**src/rtl/usub_rr_arbiter.sv**
```systemverilog
// Round-robin share of one saturating-subtract datapath across NUM_REQ requesters; grant->rsp_valid 2 cycles.
// One operation in flight; a stalled response blocks all grants until rsp_ready, so at best 1 op per 3 cycles.

module usub #(
  parameter int DATA_WIDTH = 8
) (
  input  logic [DATA_WIDTH-1:0] in0,
  input  logic [DATA_WIDTH-1:0] in1,
  output logic [DATA_WIDTH-1:0] out,
  output logic [DATA_WIDTH-1:0] underflow,
  output logic                  sig_uf
);

  logic [DATA_WIDTH:0] diff;

  // The extra top bit of the widened difference is the borrow.
  always_comb begin
    diff      = {1'b0, in0} - {1'b0, in1};
    sig_uf    = diff[DATA_WIDTH];
    out       = '0;
    underflow = '0;
    if (sig_uf) begin
      underflow = in1 - in0;
    end else begin
      out = diff[DATA_WIDTH-1:0];
    end
  end

endmodule

module usub_rr_arbiter #(
  parameter int DATA_WIDTH = 8,
  parameter int NUM_REQ    = 4,
  parameter int CNT_WIDTH  = 16,
  localparam int ID_WIDTH  = (NUM_REQ > 2) ? $clog2(NUM_REQ) : 1
) (
  input  logic                          clk,
  input  logic                          rst_n,
  input  logic [NUM_REQ-1:0]            req_valid,
  output logic [NUM_REQ-1:0]            req_ready,
  input  logic [NUM_REQ*DATA_WIDTH-1:0] req_in0,
  input  logic [NUM_REQ*DATA_WIDTH-1:0] req_in1,
  output logic                          rsp_valid,
  input  logic                          rsp_ready,
  output logic [ID_WIDTH-1:0]           rsp_id,
  output logic [DATA_WIDTH-1:0]         rsp_out,
  output logic [DATA_WIDTH-1:0]         rsp_underflow,
  output logic                          rsp_sig_uf,
  output logic [CNT_WIDTH-1:0]          uf_count,
  input  logic                          uf_clr
);

  typedef enum logic [1:0] {
    ST_IDLE = 2'd0,
    ST_EXEC = 2'd1,
    ST_RESP = 2'd2
  } state_e;

  localparam logic [ID_WIDTH:0] NREQ_W = (ID_WIDTH+1)'(NUM_REQ);

  state_e                  state_q, state_d;
  logic [ID_WIDTH-1:0]     ptr_q, ptr_d;
  logic [DATA_WIDTH-1:0]   op0_q, op0_d;
  logic [DATA_WIDTH-1:0]   op1_q, op1_d;
  logic [ID_WIDTH-1:0]     tag_q, tag_d;
  logic                    rsp_valid_q, rsp_valid_d;
  logic [ID_WIDTH-1:0]     rsp_id_q, rsp_id_d;
  logic [DATA_WIDTH-1:0]   rsp_out_q, rsp_out_d;
  logic [DATA_WIDTH-1:0]   rsp_uf_q, rsp_uf_d;
  logic                    rsp_sig_q, rsp_sig_d;
  logic [CNT_WIDTH-1:0]    uf_count_q, uf_count_d;

  logic                    gnt_found;
  logic [ID_WIDTH-1:0]     gnt_id;
  logic [NUM_REQ-1:0]      gnt_oh;
  logic [ID_WIDTH:0]       scan_idx;
  logic [ID_WIDTH:0]       ptr_nxt;
  logic [DATA_WIDTH-1:0]   sel_in0;
  logic [DATA_WIDTH-1:0]   sel_in1;

  logic [DATA_WIDTH-1:0]   u_out;
  logic [DATA_WIDTH-1:0]   u_underflow;
  logic                    u_sig_uf;

  usub #(
    .DATA_WIDTH (DATA_WIDTH)
  ) u_usub (
    .in0       (op0_q),
    .in1       (op1_q),
    .out       (u_out),
    .underflow (u_underflow),
    .sig_uf    (u_sig_uf)
  );

  // Scan from the farthest offset down so the nearest valid requester to ptr wins.
  always_comb begin
    gnt_found = 1'b0;
    gnt_id    = '0;
    scan_idx  = '0;
    for (int k = NUM_REQ - 1; k >= 0; k--) begin
      scan_idx = {1'b0, ptr_q} + (ID_WIDTH+1)'(k);
      if (scan_idx >= NREQ_W) begin
        scan_idx = scan_idx - NREQ_W;
      end
      if (req_valid[scan_idx[ID_WIDTH-1:0]]) begin
        gnt_found = 1'b1;
        gnt_id    = scan_idx[ID_WIDTH-1:0];
      end
    end
  end

  always_comb begin
    gnt_oh  = '0;
    sel_in0 = '0;
    sel_in1 = '0;
    for (int i = 0; i < NUM_REQ; i++) begin
      gnt_oh[i] = gnt_found && (gnt_id == ID_WIDTH'(i));
      if (gnt_oh[i]) begin
        sel_in0 = req_in0[i*DATA_WIDTH +: DATA_WIDTH];
        sel_in1 = req_in1[i*DATA_WIDTH +: DATA_WIDTH];
      end
    end
  end

  always_comb begin
    ptr_nxt = {1'b0, gnt_id} + (ID_WIDTH+1)'(1);
    if (ptr_nxt == NREQ_W) begin
      ptr_nxt = '0;
    end
  end

  // Ready is gated by rst_n so nothing is accepted while reset is held.
  assign req_ready = (rst_n && (state_q == ST_IDLE)) ? gnt_oh : '0;

  always_comb begin
    state_d     = state_q;
    ptr_d       = ptr_q;
    op0_d       = op0_q;
    op1_d       = op1_q;
    tag_d       = tag_q;
    rsp_valid_d = rsp_valid_q;
    rsp_id_d    = rsp_id_q;
    rsp_out_d   = rsp_out_q;
    rsp_uf_d    = rsp_uf_q;
    rsp_sig_d   = rsp_sig_q;
    uf_count_d  = uf_count_q;

    unique case (state_q)
      ST_IDLE: begin
        if (gnt_found) begin
          op0_d   = sel_in0;
          op1_d   = sel_in1;
          tag_d   = gnt_id;
          ptr_d   = ptr_nxt[ID_WIDTH-1:0];
          state_d = ST_EXEC;
        end
      end
      ST_EXEC: begin
        rsp_valid_d = 1'b1;
        rsp_id_d    = tag_q;
        rsp_out_d   = u_out;
        rsp_uf_d    = u_underflow;
        rsp_sig_d   = u_sig_uf;
        if (u_sig_uf && (uf_count_q != '1)) begin
          uf_count_d = uf_count_q + CNT_WIDTH'(1);
        end
        state_d = ST_RESP;
      end
      ST_RESP: begin
        if (rsp_ready) begin
          rsp_valid_d = 1'b0;
          state_d     = ST_IDLE;
        end
      end
      default: begin
        state_d = ST_IDLE;
      end
    endcase

    if (uf_clr) begin
      uf_count_d = '0;
    end
  end

  always_ff @(posedge clk or negedge rst_n) begin
    if (!rst_n) begin
      state_q     <= ST_IDLE;
      ptr_q       <= '0;
      op0_q       <= '0;
      op1_q       <= '0;
      tag_q       <= '0;
      rsp_valid_q <= 1'b0;
      rsp_id_q    <= '0;
      rsp_out_q   <= '0;
      rsp_uf_q    <= '0;
      rsp_sig_q   <= 1'b0;
      uf_count_q  <= '0;
    end else begin
      state_q     <= state_d;
      ptr_q       <= ptr_d;
      op0_q       <= op0_d;
      op1_q       <= op1_d;
      tag_q       <= tag_d;
      rsp_valid_q <= rsp_valid_d;
      rsp_id_q    <= rsp_id_d;
      rsp_out_q   <= rsp_out_d;
      rsp_uf_q    <= rsp_uf_d;
      rsp_sig_q   <= rsp_sig_d;
      uf_count_q  <= uf_count_d;
    end
  end

  assign rsp_valid     = rsp_valid_q;
  assign rsp_id        = rsp_id_q;
  assign rsp_out       = rsp_out_q;
  assign rsp_underflow = rsp_uf_q;
  assign rsp_sig_uf    = rsp_sig_q;
  assign uf_count      = uf_count_q;

endmodule

```
**config.mk**
```make
export PLATFORM = sky130hd
export DESIGN_NAME = usub_rr_arbiter
export DESIGN_NICKNAME = d
export VERILOG_FILES = /design/src/rtl/usub_rr_arbiter.sv
export SDC_FILE = /design/constraint.sdc
export NUM_CORES = 1
export LEC_CHECK = 0
export CAP_MARGIN = 25
export CORE_UTILIZATION = 44
export CTS_BUF_LIST = sky130_fd_sc_hd__clkbuf_8 sky130_fd_sc_hd__clkbuf_16
export DETAILED_ROUTE_END_ITERATION = 6
export GPL_TIMING_DRIVEN = 0
export PLACE_DENSITY = 0.77
export SLEW_MARGIN = 10
export SYNTH_ARGS = -nofsm -noshare
export SYNTH_HDL_FRONTEND = slang
export SYNTH_HIERARCHICAL = 1
export SYNTH_SLANG_ARGS = --single-unit
export TNS_END_PERCENT = 100
```
**constraint.sdc**
```tcl
create_clock -name clk -period 2.55 [get_ports clk]
set_input_delay 0.51 -clock clk [delete_from_list [all_inputs] [get_ports clk]]
set_output_delay 0.51 -clock clk [all_outputs]
set_load 0.05 [all_outputs]
```
[Yosys cells after proc, flatten, opt, wreduce, memory -nomap -nowiden]
Index checks and enable logic that the tools add are counted.
Storage, ports and cells
  register bits after elaboration: 58
  input bits: 72
  output and inout port bits: 40
  word-level logic and storage cells: 94
Operators by class
  add/subtract/negate cells: 11
  $lt $le $gt $ge: 8
  eq/ne operators: 9
  multiplexer cells: 40
  reductions and logical operators: 15
Operators by type and width (number)
  8-bit two-way mux: 10
  16-bit two-way mux: 3
  2-bit two-way mux: 11
  16-bit by 1-bit adder with 16-bit output, second input constant: 1
  16-bit != test, second input constant: 1
  2-bit by 3-bit less-than comparator with 1-bit output, second input constant: 4
  3-bit greater-or-equal comparator, second input constant: 3
  1-bit two-way mux: 9
  8-bit by 8-bit subtractor with 9-bit output: 1
  1-bit binary-select mux with 2-bit select: 4
  2-bit AND reduction: 4
  2-bit by 1-bit subtractor with 2-bit output, second input constant: 4
  8-bit subtractor: 1
  2-bit by 1-bit adder with 3-bit output, second input constant: 2
  2-bit by 2-bit adder with 3-bit output, second input constant: 2
  2-bit equality test, second input constant: 3
  1-bit logical AND: 6
  2-bit one-hot mux with 3 select lines: 1
  2-bit nonzero test: 3
  2-bit by 1-bit equality test with 1-bit output, second input constant: 2
  2-bit zero test: 2
  4-bit two-way mux: 1
  2-bit != test, second input constant: 2
  3-bit equality test, second input constant: 1
  other kinds (2): 2

[Depth between registers and ports, before layout]
  depth in word-level cells: 15
  mapped depth: 14

[Hierarchy]
Netlist, hierarchy kept.
By module, submodules not included
  usub_rr_arbiter: instances 1, cells each 354, area an instance 3100.5 um2
  usub: instances 1, cells each 121, area an instance 860.8 um2

[Least setup slack after synthesis]
Ideal clock, no wire load.
  path type: input to output
  start: input req_valid[1]
  end: output req_ready[1]
  arrival time: 2.412 ns
  setup slack: -0.372 ns
  stages on the path: 8
  path buffers: 2
  path through: a21boi_0 > a2bb2oi_1 > nand2_1 > inv_1 > ha_1 > clkbuf_1 > clkbuf_1 > and3_1
On the way
  longest elaborated chain between the ends: 9
RTL lines
  start: declaration: RTL line 39  | input logic [NUM_REQ-1:0] req_valid,
  1-bit binary-select mux with 2-bit select: RTL line 105  | if (req_valid[scan_idx[ID_WIDTH-1:0]]) begin
  1-bit two-way mux (not written as such): RTL line 105
  2-bit two-way mux (3 in a row): RTL line 105
  2-bit two-way mux *: RTL line 105
  named net gnt_id[0]: RTL line 74  | logic [ID_WIDTH-1:0] gnt_id;
  2-bit by 1-bit equality test with 1-bit output *: RTL line 117  | gnt_oh[i] = gnt_found && (gnt_id == ID_WIDTH'(i));
  1-bit logical AND *: RTL line 117
  4-bit two-way mux *: RTL line 133  | assign req_ready = (rst_n && (state_q == ST_IDLE)) ? gnt_oh : '0;
  end: declaration: RTL line 40  | output logic [NUM_REQ-1:0] req_ready,
The timed path passes the listed nets; every way through them passes the cells marked *. The select of a mux whose other input is x is not followed.

[Worst setup path in the final report]
  start: register op0_q[0]
  end: register uf_count_q[11], in the netlist uf_count[11]
On the way
  longest elaborated chain between the ends: 4
RTL lines
  start: declaration: RTL line 63  | logic [DATA_WIDTH-1:0] op0_q, op0_d;
  start signal: assignment: RTL line 201  | op0_q <= op0_d;
  8-bit by 8-bit subtractor with 9-bit output: RTL line 18  | diff = {1'b0, in0} - {1'b0, in1};
  named net u_sig_uf: RTL line 83  | logic u_sig_uf;
  1-bit logical AND: RTL line 164  | if (u_sig_uf && (uf_count_q != '1)) begin
  2-bit nonzero test (no line)
  2-bit AND reduction (no line)
  end signal: assignment: RTL line 209  | uf_count_q <= uf_count_d;
  end: declaration: RTL line 71  | logic [CNT_WIDTH-1:0] uf_count_q, uf_count_d;
The timed path passes the listed nets, and every way through them passes these cells.
A chain may end at the register's enable or synchronous reset.

==> results.cfg <==
[drt]
ant_nets = 0
drc = 0
drt-total-wl_um = 11600
viasPerCell = 5.57
via_count = 4074
avgRoutedWirePerCell_um = 15.8
drtIter0Drc = 199
drt_pass1_iterations = 5

[die]
fp.dieH_um = 96.9
die_area_um2 = 9390
coreArea_um2 = 8720
rows = 34
die_x_um = 96.9
initial_core_util = 0.454
top_level_ports = 112

[setup_path]
critPathBufInv = 4
critical_path_class = reg2reg
crit_chain = inv_1 > ha_2 > inv_2 > fa_2 > nand3_2 > nand2_2 > a41o_1 > buf_6 > inv_8 > and3_4 > o2111ai_4 > or4_4 > a21oi_2
cp-end-kind = register
crit_required_ps = 2820
crit_family = simple AND/OR/NAND/NOR gates
critPathLaunchType = register
crit_slowest_cell = or4_4
cp.arrival_ps = 2870
crit_fanout = 6
critPathMaxStageDelay_ps = 460

[power_and_ir_drop]
powerDensity_nw_per_um2 = 1260
p_leak_nw = 2.59
p_clk_frac = 0.129
power_mw = 7.47
vdd_drop_max_mv = 0.588
internal_power_mw = 3.94
switching_share = 0.473
p_comb_frac = 0.672
p_seq_frac = 0.199
switching_power_mw = 3.53

[timing]
tightestPinTransition_ps = 775
period_share = 1.02
finalSetupViolations = 4
grt_setup_unrepaired = true
clock_skew_ps = 13.8
drv_slew = 0
max_freq_mhz = 383
hold_violations = 0
period_minus_slack_ps = 2610
slew_headroom = 0.483
setup_slack_ps = -58.3
hold_ws_ps = 227

[clock_network]
clockBufferDepth = 2
cts-buffers-inserted = 9
hold_buffers = 0
clk_pin_slew_worst_paths_ps = 80
cts-root-buf = clkbuf_8
clock_latency_ps = 350
cts_tree = done
cts.sinks = 58
htree_levels = 3

[layout]
syn2layout_area_growth_pct = 49.6
multi_input_area_um2 = 2400
seq_area_um2 = 1450
nFillCells = 692
layout.nets = 713
num_antenna_cells = 0
drive_above_1_share = 0.191

[logic_synthesis]
yosysUniqueCellTypes = 56
synth_edf_count = 0
synthArstFlopShare = 1.00
synth_seq_cells = 58
syn_nets = 569
synth-warning-count = 6
mappedNetlistArea_um2 = 3960
synth_seq_area_share = 0.366
synthCells = 475
ys.flop_type = dfrtp_1
synth_area_per_cell_um2 = 8.34

[global_route]
antenna_found_initial = 0
grt_pass1_vias = 3896
grt_start_max_net_pins = 63
gr-total-overflow = 0
grt_pass1_wl_um = 18300
grt_usage = 0.240

[place]
dp_hpwl_um = 8170
routabilityCongestion = 0.880
dpl_worst_slack_ps = -1570
port_buffers = 110

[run_status]
violations = negative setup slack
outcome = finished with violations

[flow_run]
cap_violations = 0

[hold_path]
hold_path_class = in2async
-- synthesized netlist by cell type (all sizes together), types with 2 or more instances --
master / n / area (um2)
a211oi: 5 / 42.5
a21boi: 2 / 15.0
a21o: 2 / 16.3
a21oi: 62 / 325
a221oi: 16 / 203
a31oi: 3 / 18.8
and2: 5 / 31.3
and3: 8 / 50.1
and3b: 2 / 17.5
and4: 2 / 17.5
buf: 12 / 98.8
clkbuf: 16 / 60.1
dfrtp: 58 / 1450
fa: 2 / 40.0
ha: 20 / 250
inv: 42 / 160
mux2i: 3 / 30.0
nand2: 89 / 334
nand2b: 5 / 31.3
nand3: 4 / 20.0
nand3b: 2 / 15.0
nand4: 9 / 56.3
nor2: 16 / 60.1
nor2b: 2 / 12.5
nor3: 9 / 55.1
nor4: 4 / 25.0
o2111ai: 2 / 17.5
o21a: 3 / 22.5
o21ai: 18 / 90.1
o31a: 2 / 17.5
o31ai: 19 / 143
or2: 2 / 12.5
or3: 8 / 50.1
or4: 5 / 37.5
xnor2: 5 / 43.8
-- cells by family after synthesis --
| logic type | count (synthesis) | synth area share |
|---|---|---|
| muxes | 3 | 0.00758 |
| and+or+nand+nor | 174 | 0.212 |
| xor gates and xnor gates | 6 | 0.0133 |
| buffers and inverters | 71 | 0.0815 |
| AOI/OAI and AO/OA | 141 | 0.246 |
| adders and majority gates | 22 | 0.0733 |
| DFF | 58 | 0.366 |
-- cells in the final DEF, fill, tap and decap left out, types with 5 or more instances in the layout --
master | Yosys | routed
a221oi_1 | 6 | 6
buf_8 | 0 | 6
buf_6 | 6 | 9
clkdlybuf4s50_1 | 0 | 101
a21oi_1 | 60 | 57
nand4_1 | 9 | 9
nand2_1 | 89 | 85
buf_4 | 1 | 27
nand2b_1 | 5 | 5
and2_1 | 5 | 5
xnor2_1 | 5 | 5
o31ai_1 | 19 | 17
o21ai_0 | 18 | 17
nor2_1 | 16 | 16
or3_1 | 8 | 8
clkbuf_8 | 0 | 10
nor3_1 | 7 | 7
ha_1 | 20 | 15
clkbuf_1 | 16 | 9
and3_4 | 0 | 5
inv_1 | 41 | 38
dfrtp_1 | 58 | 57
a221oi_2 | 10 | 10
-- path summary, 6_finish.rpt --
check	cells after the start	slack, ps	start	endpoint
worst max-delay path	13	-60	op0_q[0]	uf_count[11]
worst min-delay path	1	230	rst_n	uf_count[14]
worst max register to register	13	-60	op0_q[0]	uf_count[11]
worst min register to register	2	470	rsp_underflow[0]	rsp_underflow[0]
max in group asynchronous	1	1770	rst_n	ptr_q[1]
min in group clk	2	470	rsp_underflow[0]	rsp_underflow[0]
-- power by group through the flow --
stage | registers, mW | clock network [mW] | logic [mW]
floorplan | 1.87 | 0 | 2.83
global placement | 1.49 | 0 | 4.25
detailed placement | 1.50 | 0 | 4.34
CTS | 1.49 | 0.976 | 4.75
global route | 1.53 | 1.02 | 5.44
finish | 1.48 | 0.965 | 5.02
-- cell type report --
cell class | count | area share
buffer | 24 | 0.0331
clock buffer | 10 | 0.0232
clock inverter | 6 | 0.0150
inverter | 43 | 0.0298
multi-input combinational | 346 | 0.406
sequential | 58 | 0.245
tap | 108 | 0.0228
timing repair buffer | 137 | 0.225
-- flip-flops by register name, summed over array words and instances (netlist names), 8 cells and up --
| register | count |
|---|---|
| uf_count | 16 |
| op0_q | 8 |
| op1_q | 8 |
| rsp_out | 8 |
| rsp_underflow | 8 |
-- per-layer routing --
metal / track usage / part of all wire
met1: 0.292 / 0.43
met2: 0.422 / 0.49
met3: 0.0477 / 0.058
met4: 0.0838 / 0.021
met5: 0 / 0
-- repair_timing --
action / 4_1_cts / 5_1_grt
buffers inserted: 16 / 11
setup endpoints to repair: 32 / 30
pin swaps: 9 / 13
gates resized for setup: 73 / 29
-- worst reg2reg max path: cells and delay by family, from the launching register on --
kind / cells / cell delay (ps)
fa+ha+maj: 2 / 520
flops: 1 / 390
simple gates: 4 / 810
compound gates: 3 / 530
buf+inv: 4 / 280
-- per-stage QoR --
stage	cell area (um2)	util	TNS, ps	std cells
2_1_floorplan	4010	-	-24.7	475
3_3_place_gp	5240	0.601	-72430	693
3_5_place_dp	5240	0.601	-18490	693
4_1_cts	5750	0.660	-99.0	722
5_1_grt	5930	0.680	-1210	732
6_report	5930	0.680	-137	732
No activity file was read; power rests on OpenSTA's default activity.
